$ cat src/rtl/pulse_recv_if.sv
// Event handshake bundle between the pulse receiver (master) and its consumer (slave).
interface pulse_recv_if #(
  parameter int unsigned CNT_W = 4
) ();
  logic             evt_valid;
  logic             evt_ready;
  logic [CNT_W-1:0] pending_cnt;

  modport master (
    output evt_valid,
    output pending_cnt,
    input  evt_ready
  );

  modport slave (
    input  evt_valid,
    input  pending_cnt,
    output evt_ready
  );
endinterface

$ cat src/rtl/pulse_recv.sv
// Receiving end of a toggle-based pulse crossing: synchronise, edge-detect, count, drain.
// Optional closed-loop ack level is enabled by defining PULSE_RECV_ACK_EN.
module pulse_recv #(
  parameter int unsigned SYNC_STAGES = 2,
  parameter int unsigned CNT_W       = 4
) (
  input  logic              src_clk,
  input  logic              src_reset,
  input  logic              toggle_i,
  input  logic              clr_ovf_i,
  pulse_recv_if.master      evt_if,
  output logic              ovf_flag_o
`ifdef PULSE_RECV_ACK_EN
  ,
  output logic              ack_toggle_o
`endif
);

  localparam logic [CNT_W-1:0] CntMax = '1;
  localparam logic [CNT_W-1:0] CntOne = CNT_W'(1);

  logic [SYNC_STAGES-1:0] sync_q;
  logic                   p_q;
  logic [CNT_W-1:0]       cnt_q, cnt_d;
  logic                   ovf_q, ovf_d;
  logic                   lvl_s;
  logic                   edge_det;
  logic                   inc, dec;

  assign lvl_s    = sync_q[SYNC_STAGES-1];
  assign edge_det = lvl_s ^ p_q;
  assign inc      = edge_det;
  assign dec      = evt_if.evt_valid & evt_if.evt_ready;

  always_comb begin
    cnt_d = cnt_q;
    ovf_d = ovf_q;
    if (clr_ovf_i) begin
      ovf_d = 1'b0;
    end
    if (inc && !dec) begin
      if (cnt_q != CntMax) begin
        cnt_d = cnt_q + CntOne;
      end else begin
        // Saturated: the event is dropped; set wins over a coincident clear.
        ovf_d = 1'b1;
      end
    end else if (!inc && dec) begin
      cnt_d = cnt_q - CntOne;
    end
  end

  always_ff @(posedge src_clk or negedge src_reset) begin
    if (!src_reset) begin
      sync_q <= '0;
      p_q    <= 1'b0;
      cnt_q  <= '0;
      ovf_q  <= 1'b0;
    end else begin
      sync_q <= {sync_q[SYNC_STAGES-2:0], toggle_i};
      p_q    <= lvl_s;
      cnt_q  <= cnt_d;
      ovf_q  <= ovf_d;
    end
  end

  assign evt_if.evt_valid   = (cnt_q != '0);
  assign evt_if.pending_cnt = cnt_q;
  assign ovf_flag_o         = ovf_q;

`ifdef PULSE_RECV_ACK_EN
  logic ack_q;

  always_ff @(posedge src_clk or negedge src_reset) begin
    if (!src_reset) begin
      ack_q <= 1'b0;
    end else begin
      ack_q <= p_q;
    end
  end

  assign ack_toggle_o = ack_q;
`endif

endmodule
$ cat src/flat_wrapper.sv
// flat-port wrapper written by rule: the top's interface ports become plain ports
module pulse_recv_flat 
#(
  parameter int unsigned SYNC_STAGES = 2,
  parameter int unsigned CNT_W       = 4
)
  (src_clk, src_reset, toggle_i, clr_ovf_i, ovf_flag_o, evt_if_evt_valid, evt_if_pending_cnt, evt_if_evt_ready);
  pulse_recv_if #(.CNT_W(CNT_W)) evt_if_i ();
  input  logic src_clk;
  input  logic src_reset;
  input  logic toggle_i;
  input  logic clr_ovf_i;
  output logic ovf_flag_o;
  output wire logic [$bits(evt_if_i.evt_valid)-1:0] evt_if_evt_valid;
  output wire logic [$bits(evt_if_i.pending_cnt)-1:0] evt_if_pending_cnt;
  input wire logic [$bits(evt_if_i.evt_ready)-1:0] evt_if_evt_ready;
  assign evt_if_evt_valid = evt_if_i.evt_valid;
  assign evt_if_pending_cnt = evt_if_i.pending_cnt;
  assign evt_if_i.evt_ready = evt_if_evt_ready;
  pulse_recv #(.SYNC_STAGES(SYNC_STAGES), .CNT_W(CNT_W)) u_core (.src_clk(src_clk), .src_reset(src_reset), .toggle_i(toggle_i), .clr_ovf_i(clr_ovf_i), .evt_if(evt_if_i), .ovf_flag_o(ovf_flag_o));
endmodule
$ cat config.mk
export PLATFORM = sky130hd
export DESIGN_NAME = pulse_recv_flat
export DESIGN_NICKNAME = d
export VERILOG_FILES = /design/src/rtl/pulse_recv_if.sv /design/src/rtl/pulse_recv.sv /design/src/flat_wrapper.sv
export SDC_FILE = /design/constraint.sdc
export NUM_CORES = 1
export LEC_CHECK = 0
export BUFFER_PORTS_ARGS = -buffer_cell sky130_fd_sc_hd__buf_2
export CAP_MARGIN = 20
export CORE_AREA = 5 5 42 44
export DETAILED_ROUTE_END_ITERATION = 6
export DIE_AREA = 0 0 47 49
export GPL_ROUTABILITY_DRIVEN = 0
export GPL_TIMING_DRIVEN = 1
export SKIP_CTS_REPAIR_TIMING = 1
export SLEW_MARGIN = 40
export SYNTH_ARGS = -nofsm -noshare
export SYNTH_HDL_FRONTEND = slang
export SYNTH_SLANG_ARGS = --single-unit
$ cat constraint.sdc
create_clock -name src_clk -period 6.1 [get_ports src_clk]
set_clock_uncertainty 0.05 [all_clocks]
set_input_delay 0.61 -clock src_clk [delete_from_list [all_inputs] [get_ports src_clk]]
set_output_delay 0.61 -clock src_clk [all_outputs]
set_load 0.005 [all_outputs]
Yosys cells after proc, flatten, opt, wreduce, memory -nomap -nowiden --
Index checks and enable logic that the tools add are counted.
Word-level totals: register bits after elaboration 8, bits in latches 0, RAM bits 0, bits in read-only memories 0, input port bits 5, output and inout bits 6, word-level logic and storage cells 23, memories kept 0
Cells by class: add/subtract/negate cells 2, $mul 0, divide/modulo/power cells 0, order comparisons 0, equal/unequal tests 2, shift operators 0, mux-type cells 6, bitwise logic cells 2, reduce and logical (&&, ||, !) cells 7
Operator list (number):
- 4-bit 2-to-1 mux | 3
- 4-bit by 1-bit adder with 4-bit output (second input constant) | 1
- 4-bit != test (second input constant) | 1
- 4-bit nonzero test | 1
- 4-bit by 1-bit subtractor with 4-bit output (second input constant) | 1
- 1-bit 2-to-1 mux | 3
- 1-bit logical AND | 2
- 1-bit zero test | 2
- 2-bit != test (second input constant) | 1
- 2-bit AND reduction | 1
- 2-bit nonzero test | 1
- 1-bit AND | 1
- 1-bit XOR | 1

Logic depth before layout (Yosys ltp) --
word-level depth 6, depth in mapped cells 10, mapped depth without buffers 8

Worst setup path before layout --
No wires, ideal clock.
kind register to register, from register u_core.cnt_q[1] (netlist: u_core.evt_if.pending_cnt[1]), to register u_core.cnt_q[3] (netlist: u_core.evt_if.pending_cnt[3]), setup time 0.130 ns, data arrival time 2.279 ns, data required time 5.920 ns, path slack 3.641 ns, stages on the path, launching flop included 9, path buffers 2, clock period less this slack 2.459 ns, cell sequence dfrtp_1 -> buf_6 -> o41a_1 -> or2_0 -> buf_6 -> ha_1 -> a2111oi_0 -> o22a_1 -> nor3_1
Between the ends: cells in the longest elaborated chain, start to end 6, elaborated cells between the ends (all ways) 14, classes of those cells add/sub: 2; eq/ne: 2; mux: 3; bitwise: 1; reduce/logical: 6
RTL lines:
- start: declaration | RTL line pulse_recv.sv:24 | logic [CNT_W-1:0] cnt_q, cnt_d;
- start signal: assignment | RTL line pulse_recv.sv:62 | cnt_q <= cnt_d;
- 4-bit nonzero test | RTL line pulse_recv.sv:67 | assign evt_if.evt_valid = (cnt_q != '0);
- 1-bit AND | RTL line pulse_recv.sv:33 | assign dec = evt_if.evt_valid & evt_if.evt_ready;
- 1-bit zero test | RTL line pulse_recv.sv:41 | if (inc && !dec) begin
- 1-bit logical AND | RTL line pulse_recv.sv:41
- 2-bit != test (no line) or 2-bit nonzero test (tied branches)
- 2-bit AND reduction (no line)
Several ways; a longest one is shown, not always the timed one. The select of a mux whose other input is x is not followed. A chain may end at the register's enable or synchronous reset.

Worst setup path in the final report --
Ends and elaborated chain as after synthesis.

==> summary.md <==
| Metric | Value |
|---|---|
| Status | `finished, final reports clean` |
| Yosys warns | `0` |
| Detail Route Antenna Nets | `0` |
| Main combinational cell family by area after synthesis | `compound AO/OA/AOI/OAI gates` |
| Via/cell ratio | `5.31` |
| CP Depth | `6` |
| Max Fclk | `just under 0.4 GHz` |
| Vias | `361` |
| Slew @ Worst Pin | `0.606 ns` |
| R2R depth | `6` |
| Synth Area in Compound Gates | `0.167` |
| Post-synthesis simple-gate area fraction | `0.162` |
| Pins Over Slew Limit | `0` |
| Ant diodes | `0` |
| CP Capture Type | `register` |
| Max-cap violations | `0` |
| Worst relative slew slack | `0.595` |
| Total Neg Setup Slack | `0 ns` |
| GRT Util Overall | `0.0879` |
| Worst path top cell family by delay | `compound AO/OA/AOI/OAI gates` |
| Critical path's largest stage delay | `roughly 0.54 ns` |
| Seq/Total Area, Yosys | `0.431` |
| Total gr overflow | `0` |
| Post-Place Cells | `65` |
| CTS buffer count | `3` |
| CTS tree | `done` |
| CTS root buffer | `clkbuf_4` |
| Final min period | `roughly 2.6 ns` |
| Leading area contributor after synthesis | `dfrtp_1` |
| Final hold viol count | `0` |
| Pre-Repair DR Iteration Count | `4` |
| Vias in the first global route | `336` |
| Post-synthesis mux area share | `0.0647` |
| Die area | `roughly 2300 µm²` |
| Initial antenna violation count | `0` |
| #FFs+latches synth | `8` |
| Commonest cells in the netlist | `dfrtp_1 (8), nor3_1 (3)` |
| Syn Area/Cell | `11.3 µm²` |
| Clock latency at the later pin of the worst-skew pair | `0.25 ns` |
| Core area | `around 1400 µm²` |
| WP buf/inv | `0` |
| Synthesized net count | `48` |
| Critical Path Slowest Stage Cell | `a2111oi_1` |
| Crit-path cells | `o41a_1 > or2_0 > ha_1 > a2111oi_1 > o22a_1 > nor3_1` |
| Count of buffers from port buffering | `10` |
| Netlist cell types | `24` |
| Arr. time, crit path | `2.68 ns` |
| Adder-Cell Fraction of Synth Area | `0.0539` |
| Dominant synthesized flop cell | `dfrtp_1` |
| Clk buf depth | `2` |
| H-tree level count | `1` |
| Post-Syn Area | `464 µm²` |
| FP Rows | `14` |
| Final hold slack | `approximately 0.14 ns` |
| Startpoint Class | `register` |
| Area grow syn2layout | `15.4%` |
| Largest net degree at the start of global routing | `10` |
| Share of flip-flops with an asynchronous set or reset | `1.00` |
| Maximum VDD drop | `221 µV` |
| First-pass GRT wire length | `1.41 mm` |
| P per Cell Area | `~480 nW/µm²` |
| Final setup vio count | `0` |
| WL final | `855 µm` |
| Number of enable flip-flop cells after synthesis | `0` |
| Final Non-Filler Cells | `68` |
| Number of remaining DRC errors | `0` |
| Chip Height | `approximately 50 µm` |
| Die width | `47 µm` |
| Initial core utilization | `0.331` |
| DPL Wire Length | `roughly 660 µm` |
| Tcrit/Tclk final | `0.426` |
| # IOs | `11` |
| WS Path Type | `register to register` |
| Synth top area share | `0.431` |
| CTS sink count | `8` |
| Routed length per instance | `12.6 µm` |
| Worst Hold Class | `primary input to asynchronous set/reset pin` |
| RSZ-0062 raised after global routing | `false` |
| Fin nets | `61` |
| Share of cells above drive strength 1 | `0.327` |
| Worst-path fanout max | `9` |
| Synth top area cells | `dfrtp_1 (43%), mux2_4 (6.5%), ha_1 (5.4%)` |
| Gate Count Post-Synth | `41` |
| Post-Synth XOR/XNOR Area | `0.0566` |
| Worst endpoint required time | `6.18 ns` |
| Number of DRC markers in iteration 0 | `6` |
| Leak pwr | `0.000244 µW` |
| Most frequent cell after synthesis | `dfrtp_1` |
| Clock-pin slew on the worst setup and hold paths | `approximately 0.05 ns` |
-- per-stage QoR --
stage                util  total power [µW]  cell area [µm²]  setup WS, ns
floorplan               -               191              464          3.64
global placement    0.365               213              512          3.46
detailed placement  0.365               217              512          3.39
CTS                 0.381               259              534          3.37
global route        0.382               278              536          3.33
finish              0.382               255              536          3.50
-- layer usage --
layer  up-vias  GRT usage  part of all wire
met3         2     0.0554             0.083
met1       171      0.103              0.44
met2        10      0.122              0.46
li1        178          -                 -
met5         -          0                 0
met4         0     0.0415            0.0094
-- state kept, by name (all words and copies together) (netlist names) --
| name | count |
|---|---|
| u_core.evt_if.pending_cnt | 4 |
| u_core.ovf_flag_o | 1 |
| u_core.p_q | 1 |
| u_core.sync_q | 2 |
-- cell usage in the layout (no fill, tap or decap) --
master / netlist / layout
inv_1: 2 / 2
and3_1: 1 / 1
o22a_1: 1 / 1
o22ai_1: 1 / 1
or2_0: 1 / 1
or3_1: 1 / 1
a21oi_1: 2 / 2
buf_2: 0 / 10
nor3_1: 3 / 3
nor4_1: 2 / 2
nand2_1: 2 / 2
nand4_1: 1 / 1
clkbuf_4: 0 / 3
o21a_1: 1 / 1
a2111oi_1: 0 / 1
dfrtp_1: 8 / 8
xor2_1: 2 / 2
mux2_4: 2 / 2
o41a_1: 1 / 1
or2_2: 1 / 1
o21ai_4: 1 / 1
nor4b_1: 1 / 1
ha_1: 2 / 2
o31a_1: 1 / 1
xnor2_1: 1 / 1
-- cell type report --
type / instances / area (µm²)
fill: 149 / 866
multi-input combinational: 29 / 235
sequential: 8 / 200
timing repair buffer: 10 / 50.0
clock buffer: 3 / 22.5
tap: 16 / 20.0
inverter: 2 / 7.51
-- kinds of logic after synthesis --
family                   count (synthesis)
AO/OA/AOI/OAI                            9
XOR/XNOR                                 3
adder cells (fa/ha/maj)                  2
buffers and inverters                    4
flip-flops                               8
multiplexers                             2
AND/OR/NAND/NOR                         13
-- path summary, 6_finish.rpt --
kind	start	end	slack [ns]
max	u_core.evt_if.pending_cnt[1]$_DFFE_PN0P_	u_core.evt_if.pending_cnt[3]$_DFFE_PN0P_	3.50
min	src_reset	u_core.sync_q[1]$_DFF_PN0_	0.14
max reg2reg	u_core.evt_if.pending_cnt[1]$_DFFE_PN0P_	u_core.evt_if.pending_cnt[3]$_DFFE_PN0P_	3.50
min reg2reg	u_core.sync_q[0]$_DFF_PN0_	u_core.sync_q[1]$_DFF_PN0_	0.30
max in group asynchronous	src_reset	u_core.evt_if.pending_cnt[0]$_DFFE_PN0P_	5.70
min in group src_clk	u_core.sync_q[0]$_DFF_PN0_	u_core.sync_q[1]$_DFF_PN0_	0.30
-- where the power goes --
| group | internal [µW] | total (µW) | leakage, µW | switching [µW] |
|---|---|---|---|---|
| combinational | 65.8 | 118 | 0.000136 | 52.0 |
| clock | 22.5 | 39.8 | 0.0000138 | 17.3 |
| sequential | 69.6 | 97.7 | 0.0000944 | 28.0 |
| total | 158 | 255 | 0.000244 | 97.4 |
(Power assumes the default switching activity.)
